<file path="src/rtl/fir_tdm.sv">
// Time-multiplexed multichannel FIR: one shared MAC walks every tap of every channel
// per input sample, then rounds, saturates and publishes all channels together.
module fir_tdm #(
    parameter int W     = 16,
    parameter int CH    = 2,
    parameter int TAPS  = 8,
    parameter int CW    = 16,
    parameter int SHIFT = 15
) (
    input  logic                    ck,
    input  logic                    rst,
    input  logic [CH*W-1:0]         in,
    input  logic                    input_ready,
    input  logic                    bypass,
    input  logic                    coef_we,
    input  logic [$clog2(TAPS)-1:0] coef_addr,
    input  logic [CW-1:0]           coef_data,
    output logic [CH*W-1:0]         out,
    output logic                    output_ready,
    output logic                    busy,
    output logic                    overrun
);
    localparam int TW  = $clog2(TAPS);
    localparam int CHW = (CH > 1) ? $clog2(CH) : 1;
    localparam int AW  = W + CW + TW;

    localparam logic [TW-1:0]         TAP_LAST = TW'(TAPS - 1);
    localparam logic [CHW-1:0]        CH_LAST  = CHW'(CH - 1);
    localparam logic signed [CW-1:0]  COEF_ONE = {1'b0, {(CW-1){1'b1}}};
    localparam logic signed [AW-1:0]  RND      = AW'(1) << (SHIFT - 1);
    localparam logic signed [AW-1:0]  SMAX     = {{(AW-W+1){1'b0}}, {(W-1){1'b1}}};
    localparam logic signed [AW-1:0]  SMIN     = {{(AW-W+1){1'b1}}, {(W-1){1'b0}}};

    typedef enum logic [1:0] {IDLE, MAC, ROUND, DONE} state_t;

    state_t                 state, next;
    logic [TW-1:0]          tap;
    logic [CHW-1:0]         ch;
    logic                   byp;
    logic                   accept;
    logic signed [W-1:0]    x [CH][TAPS];
    logic signed [CW-1:0]   coef [TAPS];
    logic signed [W-1:0]    shadow [CH];
    logic signed [AW-1:0]   acc, acc_base, prod;
    logic signed [W-1:0]    rval;

    // Round half up, arithmetic shift, clamp to the signed sample range.
    function automatic logic signed [W-1:0] round_sat(input logic signed [AW-1:0] v);
        logic signed [AW-1:0] r;
        r = (v + RND) >>> SHIFT;
        if (r > SMAX) return SMAX[W-1:0];
        if (r < SMIN) return SMIN[W-1:0];
        return r[W-1:0];
    endfunction

    assign accept       = (state == IDLE) && input_ready;
    assign output_ready = (state == DONE);
    assign busy         = (state != IDLE);

    always_ff @(posedge ck) begin
        if (rst) state <= IDLE;
        else     state <= next;
    end

    always_comb begin
        next = state;
        case (state)
            IDLE:    if (input_ready) next = MAC;
            MAC:     if (tap == TAP_LAST) next = ROUND;
            ROUND:   next = (ch == CH_LAST) ? DONE : MAC;
            DONE:    next = IDLE;
            default: next = IDLE;
        endcase
    end

    always_comb begin
        prod     = AW'(coef[tap]) * AW'(x[ch][tap]);
        acc_base = (tap == '0) ? '0 : acc;
        rval     = byp ? x[ch][0] : round_sat(acc);
    end

    always_ff @(posedge ck) begin
        if (rst) begin
            tap     <= '0;
            ch      <= '0;
            byp     <= 1'b0;
            overrun <= 1'b0;
        end else begin
            if (input_ready && state != IDLE) overrun <= 1'b1;
            if (accept) byp <= bypass;
            case (state)
                IDLE: begin
                    tap <= '0;
                    ch  <= '0;
                end
                MAC:     tap <= (tap == TAP_LAST) ? '0 : tap + 1'b1;
                ROUND:   ch  <= ch + 1'b1;
                default: ;
            endcase
        end
    end

    always_ff @(posedge ck) begin
        if (rst) begin
            acc <= '0;
            out <= '0;
            for (int c = 0; c < CH; c++) begin
                shadow[c] <= '0;
                for (int k = 0; k < TAPS; k++) x[c][k] <= '0;
            end
            for (int k = 0; k < TAPS; k++) coef[k] <= (k == 0) ? COEF_ONE : '0;
        end else begin
            if (coef_we && state == IDLE) coef[coef_addr] <= coef_data;
            if (accept) begin
                for (int c = 0; c < CH; c++) begin
                    x[c][0] <= in[c*W +: W];
                    for (int k = 1; k < TAPS; k++) x[c][k] <= x[c][k-1];
                end
            end
            if (state == MAC) acc <= acc_base + prod;
            if (state == ROUND) begin
                shadow[ch] <= rval;
                // The last channel's result bypasses its shadow so all channels land on out together.
                if (ch == CH_LAST) begin
                    for (int c = 0; c < CH; c++)
                        out[c*W +: W] <= (CHW'(c) == ch) ? rval : shadow[c];
                end
            end
        end
    end
endmodule

</file>
<file path="config.mk">
export PLATFORM = sky130hd
export DESIGN_NAME = fir_tdm
export DESIGN_NICKNAME = d
export VERILOG_FILES = /design/src/rtl/fir_tdm.sv
export SDC_FILE = /design/constraint.sdc
export NUM_CORES = 2
export LEC_CHECK = 0
export ABC_AREA = 1
export CAP_MARGIN = 20
export CORE_MARGIN = 1
export CORE_UTILIZATION = 51
export CTS_CLUSTER_DIAMETER = 40
export CTS_CLUSTER_SIZE = 25
export DETAILED_ROUTE_END_ITERATION = 16
export GPL_TIMING_DRIVEN = 0
export PLACE_DENSITY = 0.68
export SLEW_MARGIN = 5
export SYNTH_ARGS = -nofsm -noshare
export SYNTH_HDL_FRONTEND = slang
export SYNTH_SLANG_ARGS = --single-unit
</file>
<file path="constraint.sdc">
create_clock -name ck -period 12.1 [get_ports ck]
set_clock_uncertainty 0.05 [all_clocks]
set_input_delay 2.42 -clock ck [delete_from_list [all_inputs] [get_ports ck]]
set_output_delay 2.42 -clock ck [all_outputs]
set_load 0.005 [all_outputs]
</file>
* Yosys cells after proc, flatten, opt, wreduce, memory -nomap -nowiden
Memory sizes are Yosys's and may differ from the RTL's. A register that Yosys moved wholly into a read port is not among the register bits.
Index checks and enable logic that the tools add are counted.
** Word-level totals
- Bits in registers :: 75
- Bits in latches :: 0
- Memory bits (writable) :: 416
- ROM bits :: 0
- Input port bits :: 56
- Memories :: 3
** Cells by class
- Add/sub/neg operators :: 4
- $mul :: 1
- Div/mod/pow operators :: 0
- $lt $le $gt $ge :: 3
- Equal/unequal tests :: 6
- Shifts and indexed selects :: 0
- Muxes and demuxes :: 56
- Bitwise operators :: 17
- Reductions and logical operators :: 12
** Memory list
- x :: words 2, bits a word 128, rd ports 3, clocked after Yosys merged registers in 1, wr ports 2, RTL line 41 : logic signed [W-1:0] x [CH][TAPS];
- coef :: words 8, bits a word 16, rd ports 1, clocked after Yosys merged registers in 1, wr ports 8, RTL line 42 : logic signed [CW-1:0] coef [TAPS];
- shadow :: words 2, bits a word 16, rd ports 1, clocked after Yosys merged registers in 1, wr ports 2, RTL line 43 : logic signed [W-1:0] shadow [CH];
** Operators with widths (number)
- $mux 16 :: 25
- $bmux 16 s3 :: 1
- $add 35x16->35 const B :: 1
- $add 35x32->35 :: 1
- $mux 35 :: 1
- $mul 16x16->32 :: 1
- $reduce_or 16->1 :: 2
- $gt 20x16->1 const B :: 1
- $lt 20x16->1 const B :: 1
- $mux 1 :: 19
- $or 1x1->1 :: 16
- $mux 3 :: 4
- $pmux 2 s4 :: 1
- $mux 2 :: 3
- $pmux 3 s2 :: 1
- $reduce_bool 2->1 :: 3
- $eq 2x2->1 const B :: 2
- $ge 4x4->1 const B :: 1
- $ne 2x2->1 const B :: 2
- $not 3->4 :: 1
- $reduce_and 2->1 :: 2
- $add 3x1->3 const B :: 1
- $eq 3x3->1 const B :: 1
- $logic_and 1x1->1 :: 3
- 5 further kinds :: 5

* Longest topological paths before layout
- Word-level depth :: 8
- Gate-level depth with buffers :: 38

* Worst setup path after synthesis
Ideal clock, no wire load.
- Path kind :: in2reg
- Start :: input rst
- End :: memory x[0][0] (netlist bit), enable pin
- Data arrival time :: 7.101 ns
- Setup slack :: 2.983 ns
- Cell stages on the path :: 4
- Path buffers :: 2
- Path through :: buf_2 clkinv_1 clkbuf_1 nand2_1
** RTL lines
- from (decl) :: RTL line 11 : input logic rst,
- to (decl) :: RTL line 41

==> impl_results.md <==
- Fraction of layout cells with a size suffix above 1: 0.0600
- Routed WL per cell: 20.6 um
- Crit path capture type: flop
- Top cell by count, worst path: inv_1
- CP max stage delay: 0.66 ns
- Clock Sinks: 479
- Number of global-route vias before repair: 26600
- Io pins: 91
- Status: completed
- Largest net degree at the start of global routing: 68
- Core Rows: 93
- Initial antenna violation count: 1
- Fin crit share: 0.725
- Post-synth EDFFs: 400
- Unique masters post-synth: 42
- Remaining DRCs: 0
- Drt initial violations: 2935
- Final HPWL DP: 75100 um
- Remaining antenna violation count: 0
- Post-layout minimum cycle time: 8.77 ns
- Hold-fix buffers, CTS: 0
- WS Path Type: flop to flop
- Total of warnings raised by yosys: 0
- Vias per cell: 5.49
- R2R cell count: 33
- R2R Setup Slk: 3.33 ns
- Drt total wl: 100000 um
- Commonest non-fill, non-tap cells in the layout: inv_1, nor2_1, nand2_1, edfxtp_1, fa_1
- Final hold violation count: 0
- Filler cells: 5726
- H-Tree Depth: 3
- Setup TNS: 0 ns
- Critical Path RT: 12.56 ns
- Overflow after GRT: 0
- Deepest clock path buffer count: 3
- WP data arrival: 9.23 ns
- Startpoint class of the critical path: flop
- Leading cell type in the layout, fill and taps excluded: inv_1
- Max Clk Rate: 114 MHz
- RR Endpoint: acc[34]
- Die Ht: 259 um
- Slew Limit Headroom: 0.227
- Largest fanout on the critical path: 10
- Critical hold path startpoint: acc[0]
- Worst hold path endpoint: acc[0]
- Synth Instances: 3780
- Inserted Clock Buffers: 68
- Worst slew pin tran: 1.16 ns
- Clock root cell: clkbuf_16
- Crit-path slowest cell: fa_1
- Async set or reset register ratio after synthesis: 0
- Top FF cell, synth: edfxtp_1
- Max cap viols: 0
- Die Footprint: 66900 um2
- Clk_lat worst skew: 0.65 ns
- First-pass GRT wire length: 153000 um
- Post-synthesis sequential area ratio: 0.405
- Hold Path Class: flop to flop
- Initial cell density of the core: 0.519
- Die width: 259 um
- Core ar.: 64700 um2
- CTS tree: built
- Routed via count: 26600
- Max Slew Vio Count: 0
- # nets final: 4418
- Routability Congestion: 0.946
- Area growth syn-to-layout: 13.4%
- Post-Syn Nets: 4254
- Finish-stage setup viols: 0
- Area occupied by multi-input gates: 16200 um2
- Ant diodes: 0
- Syn avg cell area: 8.88 um2
- RSZ-0062 raised after global routing: no
- Drt first pass iters: 7
- Mapped cell area: 33600 um2
- Gates resized, CTS repair: 0
- GRT Total Usage: 0.305
- Register area: 13600 um2
- Setup repair bufs after CTS: 0
- Clock Pin Slew Worst Setup and Hold Paths: 0.06 ns
- Number of synthesized register bits: 479
- PortBufs: 89
- Hold path cells: 2
[cells in the mapped netlist (all sizes together), types with 13 or more instances]
| library cell | count | area (um2) |
|---|---|---|
| nand2 | 469 | 1820 |
| a21oi | 163 | 853 |
| nor2 | 739 | 2790 |
| edfxtp | 400 | 12000 |
| nand4 | 13 | 81.3 |
| fa | 310 | 6210 |
| clkbuf | 95 | 357 |
| dfxtp | 79 | 1580 |
| o21ai | 281 | 1420 |
| xor2 | 34 | 298 |
| nand3 | 82 | 465 |
| o22ai | 29 | 181 |
| ha | 108 | 1350 |
| buf | 69 | 360 |
| inv | 800 | 3000 |
| o211ai | 39 | 293 |
[cell type report]
class                      instances  share of cell area
multi-input combinational       2328               0.427
timing repair buffer              94              0.0265
clock buffer                      78              0.0470
sequential                       479               0.357
inverter                         809              0.0798
clock inverter                    47              0.0161
buffer                           164              0.0188
tap                              855              0.0281
[metal layers]
layer | up-vias | global-route usage | wire length [um] | part of all wire
met3 | 282 | 0.0482 | 8610 | 0.086
li1 | 12100 | - | - | -
met5 | - | 0 | 13 | 0.00013
met1 | 13000 | 0.400 | 39300 | 0.39
met2 | 1280 | 0.500 | 47500 | 0.47
met4 | 2 | 0.138 | 4610 | 0.046
[worst max-delay path: cells and delay by family, from the launching register on]
family                     cells  cell delay (ns)
and+or+nand+nor               10             1.50
adders and majority gates      7             3.84
AOI/OAI and AO/OA              3             0.99
DFF                            1             0.37
buffers and inverters         13             1.88
[sequential cells by signal, indices dropped and copies added (netlist names), named ones only]
name / cells
byp: 1
acc: 35
x: 256
ch: 1
tap: 3
shadow: 16
coef: 128
state: 2
overrun: 1
out: 32
[kinds of logic after synthesis]
family,synth area share
AOI/OAI and AO/OA,0.0916
xor gates and xnor gates,0.0104
adders and majority gates,0.225
buffers and inverters,0.112
DFF,0.405
and+or+nand+nor,0.156
[stage by stage]
step,hold slack [ns],setup WS (ns),util,std cells,instance area [um2]
after floorplan,0.380,2.98,-,3780,33600
after global placement,0.391,0.187,0.549,4724,35500
after detailed placement,0.399,3.54,0.551,4728,35700
after CTS,0.406,3.46,0.588,4853,38100
after global routing,0.435,2.82,0.588,4854,38100
final,0.405,3.33,0.588,4854,38100
[worst max-delay path by stage]
stage                       from      end  slack [ns]  cells after the start
after floorplan              rst  x[0][0]        2.98                      4
after global placement       rst  x[0][4]        0.19                      4
after detailed placement    flop  acc[34]        3.54                     33
after CTS                   flop  acc[34]        3.46                     33
after global routing      tap[0]  acc[34]        2.82                     32
final                       flop  acc[34]        3.33                     33
Power is not shown: default switching activity piles up to over one toggle a cycle in this logic, so the estimate is an artifact.
